<file path="config.mk">
export PLATFORM = sky130hd
export DESIGN_NAME = regfile_write_arbiter_flat
export DESIGN_NICKNAME = d
export VERILOG_FILES = /design/src/rtl/regfile_write_arbiter_if.sv /design/src/rtl/regfile_write_arbiter.sv /design/src/flat_wrapper.sv
export SDC_FILE = /design/constraint.sdc
export NUM_CORES = 1
export LEC_CHECK = 0
export CAP_MARGIN = 20
export CELL_PAD_IN_SITES_DETAIL_PLACEMENT = 1
export CELL_PAD_IN_SITES_GLOBAL_PLACEMENT = 1
export CORE_ASPECT_RATIO = 2
export CORE_MARGIN = 4
export CORE_UTILIZATION = 35
export CTS_CLUSTER_DIAMETER = 200
export DETAILED_ROUTE_END_ITERATION = 8
export PLACE_DENSITY_LB_ADDON = 0.1
export SLEW_MARGIN = 20
export SYNTH_ARGS = -nofsm -noshare
export SYNTH_HDL_FRONTEND = slang
export SYNTH_SLANG_ARGS = --single-unit
</file>
<file path="constraint.sdc">
create_clock -name clock -period 4.4 [get_ports clock]
set_input_delay 0.44 -clock clock [delete_from_list [all_inputs] [get_ports clock]]
set_output_delay 0.44 -clock clock [all_outputs]
set_load 0.05 [all_outputs]
</file>
<file path="src/rtl/regfile_write_arbiter_if.sv">
`default_nettype none
// ============================================================================
// Module      : regfile_write_arbiter_if
// Description : Writeback request, register-file and reservation signals.
// Revision    : 1.0
// ============================================================================
interface regfile_write_arbiter_if #(
    parameter int DATA_WIDTH = 32
);
    logic                  alu_valid;
    logic [4:0]            alu_addr;
    logic [DATA_WIDTH-1:0] alu_data;
    logic                  alu_ready;
    logic                  mem_valid;
    logic [4:0]            mem_addr;
    logic [DATA_WIDTH-1:0] mem_data;
    logic                  mem_ready;
    logic                  rf_stall;
    logic [31:0]           rf_wen;
    logic [DATA_WIDTH-1:0] rf_wdata;
    logic                  reserve_valid;
    logic [4:0]            reserve_addr;
    logic [31:0]           pending;

    modport master (
        output alu_valid, alu_addr, alu_data,
        output mem_valid, mem_addr, mem_data,
        output rf_stall, reserve_valid, reserve_addr,
        input  alu_ready, mem_ready, rf_wen, rf_wdata, pending
    );

    modport slave (
        input  alu_valid, alu_addr, alu_data,
        input  mem_valid, mem_addr, mem_data,
        input  rf_stall, reserve_valid, reserve_addr,
        output alu_ready, mem_ready, rf_wen, rf_wdata, pending
    );
endinterface
`default_nettype wire

</file>
<file path="src/rtl/regfile_write_arbiter.sv">
`default_nettype none
// ============================================================================
// Module      : regfile_write_arbiter
// Description : Arbitrates ALU and load writebacks into one register-file
//               write port and tracks in-flight destinations. Define
//               REGFILE_ARB_ROUND_ROBIN_EN for round-robin, else MEM wins.
// Revision    : 1.0
// ============================================================================
module regfile_write_arbiter #(
    parameter int DATA_WIDTH = 32
) (
    input  wire logic              clock,
    input  wire logic              reset,
    regfile_write_arbiter_if.slave bus
);

    logic                  w_grant_alu;
    logic                  w_grant_mem;
    logic                  w_xfer;
    logic [4:0]            w_addr;
    logic [DATA_WIDTH-1:0] w_data;
    logic [31:0]           w_dec;
    logic [31:0]           w_set;

    logic [31:0]           r_rf_wen;
    logic [DATA_WIDTH-1:0] r_rf_wdata;
    logic [31:0]           r_pending;

`ifdef REGFILE_ARB_ROUND_ROBIN_EN
    localparam logic c_src_alu = 1'b0;
    localparam logic c_src_mem = 1'b1;

    logic r_last_grant;

    // On contention the source that did not win last time is granted.
    always_comb begin
        w_grant_alu = 1'b0;
        w_grant_mem = 1'b0;
        if (!bus.rf_stall) begin
            if (bus.alu_valid && bus.mem_valid) begin
                if (r_last_grant == c_src_mem) begin
                    w_grant_alu = 1'b1;
                end else begin
                    w_grant_mem = 1'b1;
                end
            end else begin
                w_grant_alu = bus.alu_valid;
                w_grant_mem = bus.mem_valid;
            end
        end
    end

    always_ff @(posedge clock or posedge reset) begin
        if (reset) begin
            r_last_grant <= c_src_mem;
        end else if (w_xfer && !reset) begin
            r_last_grant <= w_grant_mem ? c_src_mem : c_src_alu;
        end
    end
`else
    always_comb begin
        w_grant_alu = 1'b0;
        w_grant_mem = 1'b0;
        if (!bus.rf_stall) begin
            w_grant_mem = bus.mem_valid;
            w_grant_alu = bus.alu_valid && !bus.mem_valid;
        end
    end
`endif

    assign w_xfer = w_grant_alu || w_grant_mem;
    assign w_addr = w_grant_mem ? bus.mem_addr : bus.alu_addr;
    assign w_data = w_grant_mem ? bus.mem_data : bus.alu_data;

    // Register 0 is never written and never tracked.
    always_comb begin
        w_dec = '0;
        if (w_xfer && (w_addr != 5'd0)) begin
            w_dec[w_addr] = 1'b1;
        end
    end

    always_comb begin
        w_set = '0;
        if (bus.reserve_valid && (bus.reserve_addr != 5'd0)) begin
            w_set[bus.reserve_addr] = 1'b1;
        end
    end

    // A stalled register file keeps the presented write on the port.
    always_ff @(posedge clock or posedge reset) begin
        if (reset) begin
            r_rf_wen   <= '0;
            r_rf_wdata <= '0;
        end else if (!bus.rf_stall) begin
            r_rf_wen <= w_dec;
            if (w_xfer && (w_addr != 5'd0)) begin
                r_rf_wdata <= w_data;
            end
        end
    end

    // Set takes precedence over a same-cycle clear.
    always_ff @(posedge clock or posedge reset) begin
        if (reset) begin
            r_pending <= '0;
        end else begin
            r_pending <= (r_pending & ~w_dec) | w_set;
        end
    end

    assign bus.alu_ready = w_grant_alu && !reset;
    assign bus.mem_ready = w_grant_mem && !reset;
    assign bus.rf_wen    = r_rf_wen;
    assign bus.rf_wdata  = r_rf_wdata;
    assign bus.pending   = r_pending;

endmodule
`default_nettype wire

</file>
<file path="src/flat_wrapper.sv">
// flat-port wrapper written by rule: the top's interface ports become plain ports
module regfile_write_arbiter_flat 
#(
    parameter int DATA_WIDTH = 32
)
  (clock, reset, bus_alu_valid, bus_alu_addr, bus_alu_data, bus_mem_valid, bus_mem_addr, bus_mem_data, bus_rf_stall, bus_reserve_valid, bus_reserve_addr, bus_alu_ready, bus_mem_ready, bus_rf_wen, bus_rf_wdata, bus_pending);
  regfile_write_arbiter_if #(.DATA_WIDTH(DATA_WIDTH)) bus_i ();
  input  wire logic clock;
  input  wire logic reset;
  input wire logic [$bits(bus_i.alu_valid)-1:0] bus_alu_valid;
  input wire logic [$bits(bus_i.alu_addr)-1:0] bus_alu_addr;
  input wire logic [$bits(bus_i.alu_data)-1:0] bus_alu_data;
  input wire logic [$bits(bus_i.mem_valid)-1:0] bus_mem_valid;
  input wire logic [$bits(bus_i.mem_addr)-1:0] bus_mem_addr;
  input wire logic [$bits(bus_i.mem_data)-1:0] bus_mem_data;
  input wire logic [$bits(bus_i.rf_stall)-1:0] bus_rf_stall;
  input wire logic [$bits(bus_i.reserve_valid)-1:0] bus_reserve_valid;
  input wire logic [$bits(bus_i.reserve_addr)-1:0] bus_reserve_addr;
  output wire logic [$bits(bus_i.alu_ready)-1:0] bus_alu_ready;
  output wire logic [$bits(bus_i.mem_ready)-1:0] bus_mem_ready;
  output wire logic [$bits(bus_i.rf_wen)-1:0] bus_rf_wen;
  output wire logic [$bits(bus_i.rf_wdata)-1:0] bus_rf_wdata;
  output wire logic [$bits(bus_i.pending)-1:0] bus_pending;
  assign bus_i.alu_valid = bus_alu_valid;
  assign bus_i.alu_addr = bus_alu_addr;
  assign bus_i.alu_data = bus_alu_data;
  assign bus_i.mem_valid = bus_mem_valid;
  assign bus_i.mem_addr = bus_mem_addr;
  assign bus_i.mem_data = bus_mem_data;
  assign bus_i.rf_stall = bus_rf_stall;
  assign bus_i.reserve_valid = bus_reserve_valid;
  assign bus_i.reserve_addr = bus_reserve_addr;
  assign bus_alu_ready = bus_i.alu_ready;
  assign bus_mem_ready = bus_i.mem_ready;
  assign bus_rf_wen = bus_i.rf_wen;
  assign bus_rf_wdata = bus_i.rf_wdata;
  assign bus_pending = bus_i.pending;
  regfile_write_arbiter #(.DATA_WIDTH(DATA_WIDTH)) u_core (.clock(clock), .reset(reset), .bus(bus_i));
endmodule
</file>
; Yosys cells after proc, flatten, opt, wreduce, memory -nomap -nowiden
; Index checks and enable logic that the tools add are counted.
[word_totals]
register_bits = 96
inputBits = 85
wordCells = 34
[op_classes]
magnitude_cmp = 4
muxes = 10
n_bitwise = 4
reduce_logical = 13
[ops]
columns = operator, n
row1 = 32-bit two-way mux, 3
row2 = 32-bit AND, 1
row3 = 32-bit NOT, 1
row4 = 32-bit OR, 1
row5 = "5-bit by 6-bit less-than comparator with 1-bit output, second input constant", 2
row6 = 1-bit demux with 5-bit select, 2
row7 = "5-bit by 1-bit greater-or-equal comparator with 1-bit output, second input constant", 2
row8 = 5-bit nonzero test, 2
row9 = 1-bit logical AND, 7
row10 = 5-bit two-way mux, 1
row11 = 1-bit two-way mux, 4
row12 = 1-bit logical NOT, 2
row13 = 2-bit AND reduction, 1
row14 = 1-bit logical OR, 1
row15 = 1-bit NOT, 1

; Longest topological paths before layout
[logic_depth]
depth_word = 10
depth_mapped = 7
mapped_depth_nobuf = 4

; Least setup slack after synthesis
; No wires, ideal clock.
[synth_path]
path_type = input-to-output
start = in bus_rf_stall
end = out bus_alu_ready
arrival_time_ns = 2.306
required_time_ns = 3.960
slack_ns = 1.654
path_stages = 2
n_path_buf = 1
cell_sequence = clkbuf_1 -> nor4b_1
[synth_between]
elab_chain_len = 2
[synth_rtl]
columns = item, line
row1 = start: declaration, flat_wrapper.sv:16  ; input wire logic [$bits(bus_i.rf_stall)-1:0] bus_rf_stall;
row2 = 1-bit two-way mux, regfile_write_arbiter.sv:64  ; if (!bus.rf_stall) begin
row3 = 1-bit logical AND, regfile_write_arbiter.sv:112  ; assign bus.alu_ready = w_grant_alu && !reset;
row4 = end: declaration, flat_wrapper.sv:19  ; output wire logic [$bits(bus_i.alu_ready)-1:0] bus_alu_ready;
; Every way passes these cells.

; Worst setup path after layout
[layout_path]
start = in bus_mem_valid
end = out bus_mem_ready
[layout_between]
elab_chain_len = 2
[layout_rtl]
columns = item, line
row1 = start: declaration, flat_wrapper.sv:13  ; input wire logic [$bits(bus_i.mem_valid)-1:0] bus_mem_valid;
row2 = 1-bit two-way mux, regfile_write_arbiter.sv:64
row3 = 1-bit logical AND, regfile_write_arbiter.sv:113  ; assign bus.mem_ready = w_grant_mem && !reset;
row4 = end: declaration, flat_wrapper.sv:20  ; output wire logic [$bits(bus_i.mem_ready)-1:0] bus_mem_ready;
; Every way passes these cells.

==> run metrics <==
number of synthesized flops with an enable pin 0; violation count after the first detailed-route iteration 84; top fanout value on the critical path 22; minimum clock period after layout 3.01 ns; area occupied by multi-input gates 0.00177 mm^2; highest achievable clock rate 332 MHz; leakage power figure 2.80 nW; worst-case vdd ir drop 0.229 mV; CP Launch Type primary input; antenna diode instance count 0; fin nets 625; setup repair after global routing missed its margin false; gpl congestion 0.793; number of global-route vias before repair 3925; Yosys top cell area share 55.8%; drt via density 5.16; sequential cell area fraction in the yosys report 55.8%; # Max-Cap Violations 0; TritonCTS buffer count 9; Fill cells 1317; fraction of layout cells with a size suffix above 1 17.6%; estimated wirelength of the detail-placed design 11100 um; hold violation total from the final report 0; CP bufs+invs 2; Initial Utilization 35.5%; worst min-delay path endpoint u_core.bus.pending[0]; antenna violations before repair 0; cell chosen for the clock root sky130_fd_sc_hd__clkbuf_16; worst-case clock skew 0 ns; most numerous cell in the Yosys netlist sky130_fd_sc_hd__dfrtp_1; Fin Setup TNS 0 ns; Detailed Route WL 14100 um; placed cell area 0.00624 mm^2; Post-synth top flop sky130_fd_sc_hd__dfrtp_1; aggregate global-route resource usage 20.2%; vias after detailed routing 3570; crit path capture type output port; list of most frequent post-synthesis cells sky130_fd_sc_hd__dfrtp_1, sky130_fd_sc_hd__nand2_1, sky130_fd_sc_hd__mux2_2; portion of total power attributed to combinational logic 35.9%; total of flip-flops plus latches after synthesis 96; worst reg2reg path endpoint u_core.bus.pending[12]; final cell area excluding filler cells 0.00655 mm^2; slew of the pin with the lowest slew margin 0.810 ns; largest net degree at the start of global routing 83; FP Rows 57; cell type with the highest occurrence count on the critical path sky130_fd_sc_hd__clkdlybuf4s50_1; die area 0.0142 mm^2; clock share of power 26.8%; Detailed Routing Iterations Pass 1 4; FF/Latch Area 0.00240 mm^2; number of buffer cells added on primary ports 182; family with the most delay on the worst path buffers and inverters; data arrival at the endpoint of the critical path 2.57 ns; wire length of the first global-routing pass 21600 um; Power Density 445 mW/mm^2; DRC 0; count of different cell masters after synthesis 30; proportion of synthesized flip-flops having asynchronous set or reset 100%; crit share post-route 68.4%; Worst path max stage delay 0.85 ns; global route total overflow 0; CTS Hold Bufs 0; clock buffer depth 2; worst-case reg-to-reg path depth 2; worst slew slack as a fraction of its limit 44.5%; clock-pin slew on the worst setup and hold paths 0.08 ns; CP Class in2out; internal power 1.81 mW; post-CTS repair timing setup buffer count 0; net switching power of the design 1.11 mW; path type of the worst min-delay path reg2reg; setup slack, reg-to-reg 3.61 ns; Area contributors post-synth sky130_fd_sc_hd__dfrtp_1, sky130_fd_sc_hd__mux2_2, sky130_fd_sc_hd__nand2_1, sky130_fd_sc_hd__o2bb2ai_1, sky130_fd_sc_hd__nand3_1; number of pins exceeding their max-slew limit in the final report 0; placeable core region 0.0121 mm^2; worst-skew pair later-pin latency 0.35 ns; ANT nets after route 0; H-tree depth 3; count of clock tree sinks 96; launch instance of the worst min-delay path u_core.bus.pending[0]; Synth warnings 0; post-synthesis cell count 362; Mean Syn Cell Area 11.9 um^2; y dimension of the die 165 um; result of the run complete, no violations; CTS resizes 0; Synth-to-Final Area Change 52.2%; Switching Fraction 38.0%; post-synthesis instance area 0.00430 mm^2; Post-Syn Nets 447; source of the worst register-to-register timing path u_core.bus.pending[12]; power share of the sequential group 37.3%; worst hold path depth 0; detail-routed net length per standard cell 20.4 um; CP Data Required Time 3.96 ns; TritonCTS clock tree done; DIE WIDTH 86.4 um; CP max stage cell sky130_fd_sc_hd__clkdlybuf4s50_1; largest area contributor in the synthesized netlist sky130_fd_sc_hd__dfrtp_1; ordered list of cells on the worst path clkdlybuf4s50_1, nand2b_2, nor2_1, clkdlybuf4s50_1; # IOs 183; # setup viols final 0
-- area by class of cell --
type	count	area share (%)
clock buffers	9	3.44
clock inverters	7	1.13
inverters	7	0.478
multi-input cells	239	27.1
flip-flops and latches	96	36.7
well taps	147	2.81
repair buffers	187	28.4
-- through the flow --
step / hold WS (ns) / util [%] / power, mW / std cells / setup WS, ns
6_report: 0.386 / 54.0 / 2.92 / 692 / 1.39
4_1_cts: 0.385 / 54.0 / 2.95 / 692 / 1.37
3_5_place_dp: 0.367 / 51.5 / 2.16 / 676 / 1.13
2_1_floorplan: 0.602 / - / 1.74 / 362 / 1.45
5_1_grt: 0.410 / 54.0 / 3.04 / 692 / 1.29
3_3_place_gp: 0.368 / 51.5 / 2.14 / 676 / 1.21
-- sequential cells by signal, summed over array words and instances (netlist names) --
signal / flops
u_core.bus.pending: 32
u_core.bus.rf_wdata: 32
u_core.bus.rf_wen: 32
-- kinds of logic (layout without fill, tap and decap cells) --
kind of cell | after synthesis | in the layout | synth area share [%]
AND/OR/NAND/NOR | 123 | 123 | 13.6
multiplexers | 70 | 70 | 18.3
flip-flops | 96 | 96 | 55.8
buffers and inverters | 27 | 210 | 3.08
AO/OA/AOI/OAI | 46 | 46 | 9.25
-- how the worst max path moves through the flow --
stage	slack (ns)	startpoint	to	depth (start not counted)
finish	1.39	bus_mem_valid	bus_mem_ready	4
global route	1.29	bus_mem_valid	bus_mem_ready	4
CTS	1.37	bus_mem_valid	bus_mem_ready	4
detailed placement	1.13	bus_mem_valid	u_core.bus.rf_wdata[16]	6
global placement	1.21	bus_mem_valid	u_core.bus.rf_wdata[14]	6
floorplan	1.45	reset	u_core.bus.pending[0]	1
-- power groups by stage --
stage,sequential (mW),clock [mW],combinational [mW]
CTS,1.09,0.801,1.06
global placement,1.10,0,1.04
detailed placement,1.10,0,1.06
floorplan,1.53,0,0.212
global route,1.11,0.836,1.09
finish,1.09,0.781,1.05
-- cells in the final DEF, fill, tap and decap left out, drive strengths merged --
cell type / count
clkbuf: 9
a31oi: 2
nand3: 20
a22o: 2
buf: 5
nand2b: 3
nand2: 67
o21ai: 3
nand3b: 1
nor4b: 2
inv: 10
a21o: 3
a31o: 5
a311oi: 1
nor2: 6
o2bb2ai: 28
mux2: 66
nor2b: 3
clkdlybuf4s50: 182
a32o: 1
and2: 2
dfrtp: 96
or2: 1
clkinvlp: 2
clkinv: 2
mux2i: 4
nor4bb: 4
nand4: 14
a21oi: 1
-- metal layers --
metal | vias to the layer above | track usage, % | wire, um
met5 | - | 0 | 0
met3 | 24 | 4.84 | 778
met4 | 0 | 8.09 | 437
met1 | 1771 | 19.7 | 4660
met2 | 122 | 39.2 | 8210
li1 | 1653 | - | -
(Power assumes the default switching activity.)
